**src/rtl/mem_arb_pkg.sv**
```systemverilog
// rtl/mem_arb_pkg.sv - shared types and constants for the memory port arbiter
package mem_arb_pkg;

  typedef enum logic [1:0] {
    OWN_NONE = 2'd0,
    OWN_CORE = 2'd1,
    OWN_LDR  = 2'd2
  } owner_t;

  localparam logic [2:0] DEFAULT_FUNCT3 = 3'b010;

endpackage

```
**src/rtl/mem_port_arbiter_if.sv**
```systemverilog
// rtl/mem_port_arbiter_if.sv - core, loader and shared memory port signal bundle
interface mem_port_arbiter_if;

  logic        c_req;
  logic        c_wren;
  logic [31:0] c_addr;
  logic [31:0] c_wdata;
  logic [2:0]  c_funct3;
  logic        c_gnt;
  logic        c_rvalid;
  logic [31:0] c_rdata;

  logic        l_req;
  logic        l_wren;
  logic        l_lock;
  logic [31:0] l_addr;
  logic [31:0] l_wdata;
  logic [2:0]  l_funct3;
  logic        l_gnt;
  logic        l_rvalid;
  logic [31:0] l_rdata;

  logic        m_wren;
  logic [31:0] m_addr;
  logic [31:0] m_wdata;
  logic [2:0]  m_funct3;
  logic [31:0] m_rdata;

  // arbiter side
  modport slave (
    input  c_req, c_wren, c_addr, c_wdata, c_funct3,
    output c_gnt, c_rvalid, c_rdata,
    input  l_req, l_wren, l_lock, l_addr, l_wdata, l_funct3,
    output l_gnt, l_rvalid, l_rdata,
    output m_wren, m_addr, m_wdata, m_funct3,
    input  m_rdata
  );

  // requesters and memory side
  modport master (
    output c_req, c_wren, c_addr, c_wdata, c_funct3,
    input  c_gnt, c_rvalid, c_rdata,
    output l_req, l_wren, l_lock, l_addr, l_wdata, l_funct3,
    input  l_gnt, l_rvalid, l_rdata,
    input  m_wren, m_addr, m_wdata, m_funct3,
    output m_rdata
  );

endinterface

```
**src/rtl/rr_arb2.sv**
```systemverilog
// rtl/rr_arb2.sv - two-way round-robin pick with loader lock and last-grant register
module rr_arb2
  import mem_arb_pkg::*;
(
  input  logic clk,
  input  logic reset,
  input  logic req_core,
  input  logic req_ldr,
  input  logic lock,
  output logic gnt_core,
  output logic gnt_ldr
);

  owner_t last_grant;

  always_comb begin
    gnt_core = 1'b0;
    gnt_ldr  = 1'b0;
    if (!reset) begin
      if (lock) begin
        gnt_ldr = req_ldr;
      end else if (req_core && req_ldr) begin
        // tie goes to whoever was not served last
        if (last_grant == OWN_CORE) gnt_ldr = 1'b1;
        else                        gnt_core = 1'b1;
      end else begin
        gnt_core = req_core;
        gnt_ldr  = req_ldr;
      end
    end
  end

  always_ff @(posedge clk or posedge reset) begin
    if (reset)         last_grant <= OWN_LDR;
    else if (gnt_core) last_grant <= OWN_CORE;
    else if (gnt_ldr)  last_grant <= OWN_LDR;
  end

endmodule

```
**src/rtl/mem_port_arbiter.sv**
```systemverilog
// rtl/mem_port_arbiter.sv - shares one memory port between core and loader, one read in flight
module mem_port_arbiter #(
  parameter logic [2:0] DEFAULT_FUNCT3 = mem_arb_pkg::DEFAULT_FUNCT3
) (
  input logic               clk,
  input logic               reset,
  mem_port_arbiter_if.slave bus
);
  import mem_arb_pkg::*;

  owner_t      pending;
  owner_t      pending_next;
  logic        lock_active;
  logic        lock_eff;
  logic        gnt_core;
  logic        gnt_ldr;
  logic [31:0] c_rdata_q;
  logic [31:0] l_rdata_q;

  // dropping l_lock releases the bus in that same cycle
  assign lock_eff = lock_active & bus.l_lock;

  rr_arb2 u_rr_arb2 (
    .clk      (clk),
    .reset    (reset),
    .req_core (bus.c_req),
    .req_ldr  (bus.l_req),
    .lock     (lock_eff),
    .gnt_core (gnt_core),
    .gnt_ldr  (gnt_ldr)
  );

  assign bus.c_gnt = gnt_core;
  assign bus.l_gnt = gnt_ldr;

  always_comb begin
    bus.m_wren   = 1'b0;
    bus.m_addr   = '0;
    bus.m_wdata  = '0;
    bus.m_funct3 = DEFAULT_FUNCT3;
    if (gnt_core) begin
      bus.m_wren   = bus.c_wren;
      bus.m_addr   = bus.c_addr;
      bus.m_wdata  = bus.c_wdata;
      bus.m_funct3 = bus.c_funct3;
    end else if (gnt_ldr) begin
      bus.m_wren   = bus.l_wren;
      bus.m_addr   = bus.l_addr;
      bus.m_wdata  = bus.l_wdata;
      bus.m_funct3 = bus.l_funct3;
    end
  end

  always_comb begin
    pending_next = OWN_NONE;
    if (gnt_core && !bus.c_wren)     pending_next = OWN_CORE;
    else if (gnt_ldr && !bus.l_wren) pending_next = OWN_LDR;
  end

  always_ff @(posedge clk or posedge reset) begin
    if (reset) begin
      pending     <= OWN_NONE;
      lock_active <= 1'b0;
      c_rdata_q   <= '0;
      l_rdata_q   <= '0;
    end else begin
      pending <= pending_next;
      if (gnt_ldr && bus.l_lock) lock_active <= 1'b1;
      else if (!bus.l_lock)      lock_active <= 1'b0;
      if (pending == OWN_CORE) c_rdata_q <= bus.m_rdata;
      if (pending == OWN_LDR)  l_rdata_q <= bus.m_rdata;
    end
  end

  // the returning word is passed straight through, then held
  assign bus.c_rvalid = (pending == OWN_CORE);
  assign bus.l_rvalid = (pending == OWN_LDR);
  assign bus.c_rdata  = bus.c_rvalid ? bus.m_rdata : c_rdata_q;
  assign bus.l_rdata  = bus.l_rvalid ? bus.m_rdata : l_rdata_q;

endmodule

```
**src/flat_wrapper.sv**
```systemverilog
// flat-port wrapper written by rule: the top's interface ports become plain ports
module mem_port_arbiter_flat import mem_arb_pkg::*;
#(
  parameter logic [2:0] DEFAULT_FUNCT3 = mem_arb_pkg::DEFAULT_FUNCT3
)
  (clk, reset, bus_c_req, bus_c_wren, bus_c_addr, bus_c_wdata, bus_c_funct3, bus_c_gnt, bus_c_rvalid, bus_c_rdata, bus_l_req, bus_l_wren, bus_l_lock, bus_l_addr, bus_l_wdata, bus_l_funct3, bus_l_gnt, bus_l_rvalid, bus_l_rdata, bus_m_wren, bus_m_addr, bus_m_wdata, bus_m_funct3, bus_m_rdata);
  mem_port_arbiter_if bus_i ();
  input logic clk;
  input logic reset;
  input wire logic [$bits(bus_i.c_req)-1:0] bus_c_req;
  input wire logic [$bits(bus_i.c_wren)-1:0] bus_c_wren;
  input wire logic [$bits(bus_i.c_addr)-1:0] bus_c_addr;
  input wire logic [$bits(bus_i.c_wdata)-1:0] bus_c_wdata;
  input wire logic [$bits(bus_i.c_funct3)-1:0] bus_c_funct3;
  output wire logic [$bits(bus_i.c_gnt)-1:0] bus_c_gnt;
  output wire logic [$bits(bus_i.c_rvalid)-1:0] bus_c_rvalid;
  output wire logic [$bits(bus_i.c_rdata)-1:0] bus_c_rdata;
  input wire logic [$bits(bus_i.l_req)-1:0] bus_l_req;
  input wire logic [$bits(bus_i.l_wren)-1:0] bus_l_wren;
  input wire logic [$bits(bus_i.l_lock)-1:0] bus_l_lock;
  input wire logic [$bits(bus_i.l_addr)-1:0] bus_l_addr;
  input wire logic [$bits(bus_i.l_wdata)-1:0] bus_l_wdata;
  input wire logic [$bits(bus_i.l_funct3)-1:0] bus_l_funct3;
  output wire logic [$bits(bus_i.l_gnt)-1:0] bus_l_gnt;
  output wire logic [$bits(bus_i.l_rvalid)-1:0] bus_l_rvalid;
  output wire logic [$bits(bus_i.l_rdata)-1:0] bus_l_rdata;
  output wire logic [$bits(bus_i.m_wren)-1:0] bus_m_wren;
  output wire logic [$bits(bus_i.m_addr)-1:0] bus_m_addr;
  output wire logic [$bits(bus_i.m_wdata)-1:0] bus_m_wdata;
  output wire logic [$bits(bus_i.m_funct3)-1:0] bus_m_funct3;
  input wire logic [$bits(bus_i.m_rdata)-1:0] bus_m_rdata;
  assign bus_i.c_req = bus_c_req;
  assign bus_i.c_wren = bus_c_wren;
  assign bus_i.c_addr = bus_c_addr;
  assign bus_i.c_wdata = bus_c_wdata;
  assign bus_i.c_funct3 = bus_c_funct3;
  assign bus_c_gnt = bus_i.c_gnt;
  assign bus_c_rvalid = bus_i.c_rvalid;
  assign bus_c_rdata = bus_i.c_rdata;
  assign bus_i.l_req = bus_l_req;
  assign bus_i.l_wren = bus_l_wren;
  assign bus_i.l_lock = bus_l_lock;
  assign bus_i.l_addr = bus_l_addr;
  assign bus_i.l_wdata = bus_l_wdata;
  assign bus_i.l_funct3 = bus_l_funct3;
  assign bus_l_gnt = bus_i.l_gnt;
  assign bus_l_rvalid = bus_i.l_rvalid;
  assign bus_l_rdata = bus_i.l_rdata;
  assign bus_m_wren = bus_i.m_wren;
  assign bus_m_addr = bus_i.m_addr;
  assign bus_m_wdata = bus_i.m_wdata;
  assign bus_m_funct3 = bus_i.m_funct3;
  assign bus_i.m_rdata = bus_m_rdata;
  mem_port_arbiter #(.DEFAULT_FUNCT3(DEFAULT_FUNCT3)) u_core (.clk(clk), .reset(reset), .bus(bus_i));
endmodule
```
**config.mk**
```make
export PLATFORM = sky130hd
export DESIGN_NAME = mem_port_arbiter_flat
export DESIGN_NICKNAME = d
export VERILOG_FILES = /design/src/rtl/mem_arb_pkg.sv /design/src/rtl/mem_port_arbiter_if.sv /design/src/rtl/rr_arb2.sv /design/src/rtl/mem_port_arbiter.sv /design/src/flat_wrapper.sv
export SDC_FILE = /design/constraint.sdc
export NUM_CORES = 1
export LEC_CHECK = 0
export BUFFER_PORTS_ARGS = -buffer_cell sky130_fd_sc_hd__buf_2
export CAP_MARGIN = 20
export CORE_AREA = 2 2 121 123
export DETAILED_ROUTE_END_ITERATION = 10
export DIE_AREA = 0 0 123 125
export PLACE_DENSITY_LB_ADDON = 0.1
export SLEW_MARGIN = 20
export SYNTH_ARGS = -nofsm -noshare
export SYNTH_HDL_FRONTEND = slang
export SYNTH_SLANG_ARGS = --single-unit
```
**constraint.sdc**
```tcl
create_clock -name clk -period 8.24 [get_ports clk]
set_input_delay 0.412 -clock clk [delete_from_list [all_inputs] [get_ports clk]]
set_output_delay 0.412 -clock clk [all_outputs]
set_load 0.03 [all_outputs]
```
# Word-level counts from Yosys, hierarchy flattened
# Cells that the tools add are included.
[totals]
register_bits = 69
inputBits = 173
out_inout_bits = 136
elab_cells = 41
[classes]
eq_ne = 4
mux = 24
n_bitwise = 1
n_reduce_logical = 7
[ops]
columns = ["op", "n"]
rows = [
  ["32-bit two-way mux", 6],
  ["1-bit two-way mux", 12],
  ["2-bit two-way mux", 4],
  ["3-bit two-way mux", 2],
  ["2-bit by 1-bit equality test with 1-bit output (second input constant)", 2],
  ["1-bit logical AND", 4],
  ["2-bit equality test (second input constant)", 1],
  ["1-bit logical NOT", 2],
  ["2-bit by 1-bit inequality test with 1-bit output (second input constant)", 1],
  ["2-bit nonzero test", 1],
  ["1-bit bitwise AND", 1],
]

# Depth between registers and ports, before layout
[logic_depth]
ltp_word = 8
depth_mapped = 5
ltp_nobuf = 3

# Modules after synthesis
# From an unflattened synthesis, not the netlist that was laid out.
[unflattened]
hier_cells = 249
hier_area_um2 = 3575.9
[by_module_without_submodules]
columns = ["mod", "n_inst", "cells_per_inst", "area_each_um2", "seq_area_each_um2"]
rows = [
  ["mem_port_arbiter", 1, 237, 3455.8, 1676.6],
  ["rr_arb2", 1, 12, 120.1, 51.3],
]

# Worst setup path before layout
# No wires, ideal clock.
[synth_timing]
path_type = "input to output"
start = "input port reset"
end = "output port bus_m_addr[17]"
t_arrival_ns = 3.283
t_required_ns = 7.828
path_slack_ns = 4.545
stages = 3
path_buffers = 1
path_cell_list = "inv_2 > clkbuf_1 > a32o_1"
[synth_between]
elab_chain_cells = 3
elab_cells_between_ends = 4
cone_classes = "mux (4)"
[synth_lines]
columns = ["item", "line_no", "rtl"]
rows = [
  ["from (decl)", "flat_wrapper.sv:9", "input logic reset;"],
  ["1-bit two-way mux", "rr_arb2.sv:19", "if (!reset) begin"],
  ["32-bit two-way mux", "mem_port_arbiter.sv:46", "end else if (gnt_ldr) begin"],
  ["32-bit two-way mux *", "mem_port_arbiter.sv:41", "if (gnt_core) begin"],
  ["to (decl)", "flat_wrapper.sv:28", "output wire logic [$bits(bus_i.m_addr)-1:0] bus_m_addr;"],
]
# Every way passes the cells marked *; elsewhere a longest branch is shown, timed or not.

# Final worst setup path
[layout_timing]
start = "register u_core.u_rr_arb2.last_grant[1]"
end = "output port bus_m_addr[1]"
[layout_between]
elab_chain_cells = 7
elab_cells_between_ends = 11
cone_classes = "eq/ne (1); mux (10)"
[layout_lines]
columns = ["item", "line_no", "rtl"]
rows = [
  ["from (decl)", "rr_arb2.sv:14", "owner_t last_grant;"],
  ["from (signal assigned)", "rr_arb2.sv:34", "if (reset) last_grant <= OWN_LDR;"],
  ["from (signal assigned)", "rr_arb2.sv:35", "else if (gnt_core) last_grant <= OWN_CORE;"],
  ["from (signal assigned)", "rr_arb2.sv:36", "else if (gnt_ldr) last_grant <= OWN_LDR;"],
  ["2-bit by 1-bit equality test with 1-bit output *", "rr_arb2.sv:24", "if (last_grant == OWN_CORE) gnt_ldr = 1'b1;"],
  ["1-bit two-way mux", "rr_arb2.sv:24", ""],
  ["1-bit two-way mux", "rr_arb2.sv:22", "end else if (req_core && req_ldr) begin"],
  ["1-bit two-way mux", "rr_arb2.sv:20", "if (lock) begin"],
  ["1-bit two-way mux", "rr_arb2.sv:19", ""],
  ["32-bit two-way mux", "mem_port_arbiter.sv:46", ""],
  ["32-bit two-way mux *", "mem_port_arbiter.sv:41", ""],
]
# Marks and branches as above.

==> key figures <==
STA
  • Slew @ Worst Pin: approximately 1.0 ns
  • Period minus WS final: a little under 3 ns
  • Slew Limit Headroom: 32.5%
  • Clock skew: about 0.0048 ns
  • RSZ-0062 raised after global routing: no
  • Final period util: 35.0%
  • Final hold viol count: 0
  • Max frequency: 0.346 GHz
  • Slew Limit Fails: 0
  • Setup tns final: 0 ns
  • Setup Viol. Count Final: 0
  • Min Hold Slack: between 0.2 and 0.3 ns

Power
  • Static Leak: between 2 and 3 nW
  • Total power divided by cell area: roughly 250 nW/um^2
  • Seq pwr share: between 30% and 40%
  • Comb pwr share: about 43%
  • Worst VDD drop: roughly 90 uV
  • Sw Share: between 30% and 40%
  • Internal Power: roughly 0.9 mW
  • Clk network pwr share: between 20% and 30%
  • Sw Pwr: 0.566 mW

Yosys
  • Sequential fraction of the synthesis area: between 40 and 50%
  • Synth Area per Inst: approximately 12 um^2
  • Synthesized flop and latch total: 69
  • Area of the mapped netlist: 3900 um^2
  • Syn Nets: 502
  • Post-synth cell types: 24
  • Ys Warns: 0
  • Mapped Cells: 329

Finish
  • P&R area growth vs syn: 49.2%
  • Number of fill cells in the layout: between 1000 and 1500
  • Post-route cell area: 5820 um^2
  • Fin nets: between 700 and 800
  • Layout cells sized above 1: around 64%
  • ANT cells: 0

Setup path
  • CP Launch Type: flop
  • Crit Path Class: reg2out
  • Req. time, crit path: 7.83 ns
  • Slowest CP cell: nand3_2
  • Crit path buffers/inverters: 2
  • Top delay family on crit path: buffers and inverters
  • CP arrival: 2.47 ns
  • Critical path peak fanout: 39
  • CP Capture Type: primary output
  • Crit path largest cell delay: 0.53 ns
  • Crit path cell chain: nand2b_4 > nand3_2 > buf_4 > a32o_1 > buf_2

Route
  • Drc violations: 0
  • Routed via count: around 3900
  • Avg WL per Cell: 17.4 um
  • Post-Route WL: roughly 14000 um
  • Via density: between 4 and 5
  • Initial DRC Count: roughly 140
  • DRT Pass-1 Iters: 4
  • Antenna-violating nets left: 0

Clock tree
  • Setup Fix Bufs, Post-CTS: 0
  • # H-tree levels: 3
  • Post-CTS Hold Buffers: 0
  • Total CTS buffers: 9
  • Post-CTS Resized: 0
  • Clock Sinks: 69
  • Clock-pin slew on the worst setup and hold paths: around 0.050 ns
  • TritonCTS clock tree: yes
  • Clk_lat worst skew: roughly 0.32 ns
  • Root buffer cell: clkbuf_16
  • Longest Clk Path Bufs: 2

Global route
  • First-pass GRT wire length: around 21000 um
  • Congestion Overflow GR: 0
  • Vias in the first global route: roughly 3800
  • Gr usage total: 17.6%
  • Largest net degree at the start of global routing: 94
  • Initial antenna violation count: 1

Status
  • Status: finished clean

Floorplanning
  • Io pins: 309
  • Core area: between 10000 and 15000 um^2
  • Starting density of the core: 27.5%
  • Die area: between 15000 and 20000 um^2
  • Rows: between 40 and 50
  • Die height: about 130 um
  • Die Wd: ~120 um

Place
  • Port Buffers: a little over 300
  • Routability cong.: around 0.87
  • HPWL after detailed placement: between 10000 and 15000 um
  • Placed cell areas: 5500 um^2

Job
  • MaxCap Viol Count: 0

Hold path
  • Hold Path Class: in2reg
==> layer usage <==
layer	up-vias	part of all wire, %	GRT usage, %
li1	1812	-	-
met5	-	0.093	0
met2	174	52	30.4
met1	1856	37	20.1
met3	24	7.9	4.97
met4	2	3.2	7.82
==> cells in the final DEF, fill, tap and decap left out, drive strengths merged <==
| master | instances |
|---|---|
| mux2 | 64 |
| a21oi | 1 |
| nor2b | 2 |
| dfstp | 1 |
| inv | 3 |
| and3 | 1 |
| and2 | 68 |
| nand2 | 3 |
| dfrtp | 68 |
| o21ai | 2 |
| buf | 313 |
| nor2 | 4 |
| clkbuf | 11 |
| o211a | 1 |
| nor3b | 1 |
| bufinv | 2 |
| nand2b | 3 |
| nor3 | 1 |
| a32o | 67 |
| a22oi | 1 |
| nand3 | 1 |
==> stage by stage <==
step / setup slack, ns / power [mW] / util (%) / instances
floorplan: 4.54 / 0.909 / - / 329
global placement: 5.69 / 1.09 / 38.7 / 788
detailed placement: 5.64 / 1.10 / 38.7 / 788
CTS: 5.29 / 1.50 / 40.9 / 801
global route: 5.16 / 1.56 / 41.0 / 802
finish: 5.35 / 1.48 / 41.0 / 802
==> path summary, 6_finish.rpt <==
path                                                start              endpoint  slack [ns]  depth (start not counted)
hold / removal                                 bus_l_wren     u_core.pending[1]        0.27                          2
hold reg to reg                      u_core.l_rdata_q[17]  u_core.l_rdata_q[17]        0.49                          1
max in group asynchronous                           reset  u_core.l_rdata_q[29]        6.64                          3
min in group asynchronous                           reset  u_core.l_rdata_q[26]        0.38                          2
setup / recovery           u_core.u_rr_arb2.last_grant[1]         bus_m_addr[1]        5.35                          5
setup reg to reg                        u_core.pending[1]  u_core.c_rdata_q[15]        6.49                          2
==> sequential cells by signal, indices dropped and copies added, names as in the netlist <==
register,count
u_core.u_rr_arb2.last_grant,2
u_core.c_rdata_q,32
u_core.lock_active,1
u_core.pending,2
u_core.l_rdata_q,32
==> area by class of cell <==
cell class	instances	area (um^2)	area share, %
tap	184	230	3.95
clock buffer	11	243	4.17
inverter	3	13.8	0.236
multi-input combinational	220	1960	33.6
sequential	69	1730	29.7
clock inverter	2	60.1	1.03
timing repair buffer	313	1590	27.3
==> cell usage after synthesis (all sizes together) <==
cell,number,area (um^2)
a32o,67,671
o211a,1,10.0
clkbuf,17,63.8
buf,20,156
nor3,1,5.00
a22oi,1,7.51
nor2,4,15.0
nand2,3,11.3
nor2b,2,15.0
inv,3,11.3
nor3b,1,7.51
dfstp,1,26.3
and2,68,425
mux2,64,721
dfrtp,68,1700
nand2b,3,26.3
nand3,1,10.0
o21ai,2,10.0
a21oi,1,5.00
and3,1,6.26
==> power by group through the flow <==
stage	registers, mW	clock network (mW)	logic [mW]
after floorplan	0.451	0	0.458
after global placement	0.454	0	0.636
after detailed placement	0.459	0	0.641
after CTS	0.453	0.407	0.642
after global routing	0.462	0.420	0.675
final	0.452	0.393	0.634
==> cell families (layout without fill, tap and decap cells) <==
group / Yosys count / count (layout) / synth area share [%]
AO/OA/AOI/OAI: 72 / 72 / 18.0
AND/OR/NAND/NOR: 84 / 84 / 13.4
multiplexers: 64 / 64 / 18.5
buffers and inverters: 40 / 329 / 5.93
flip-flops: 69 / 69 / 44.2
Power figures use the tool's default switching activity.
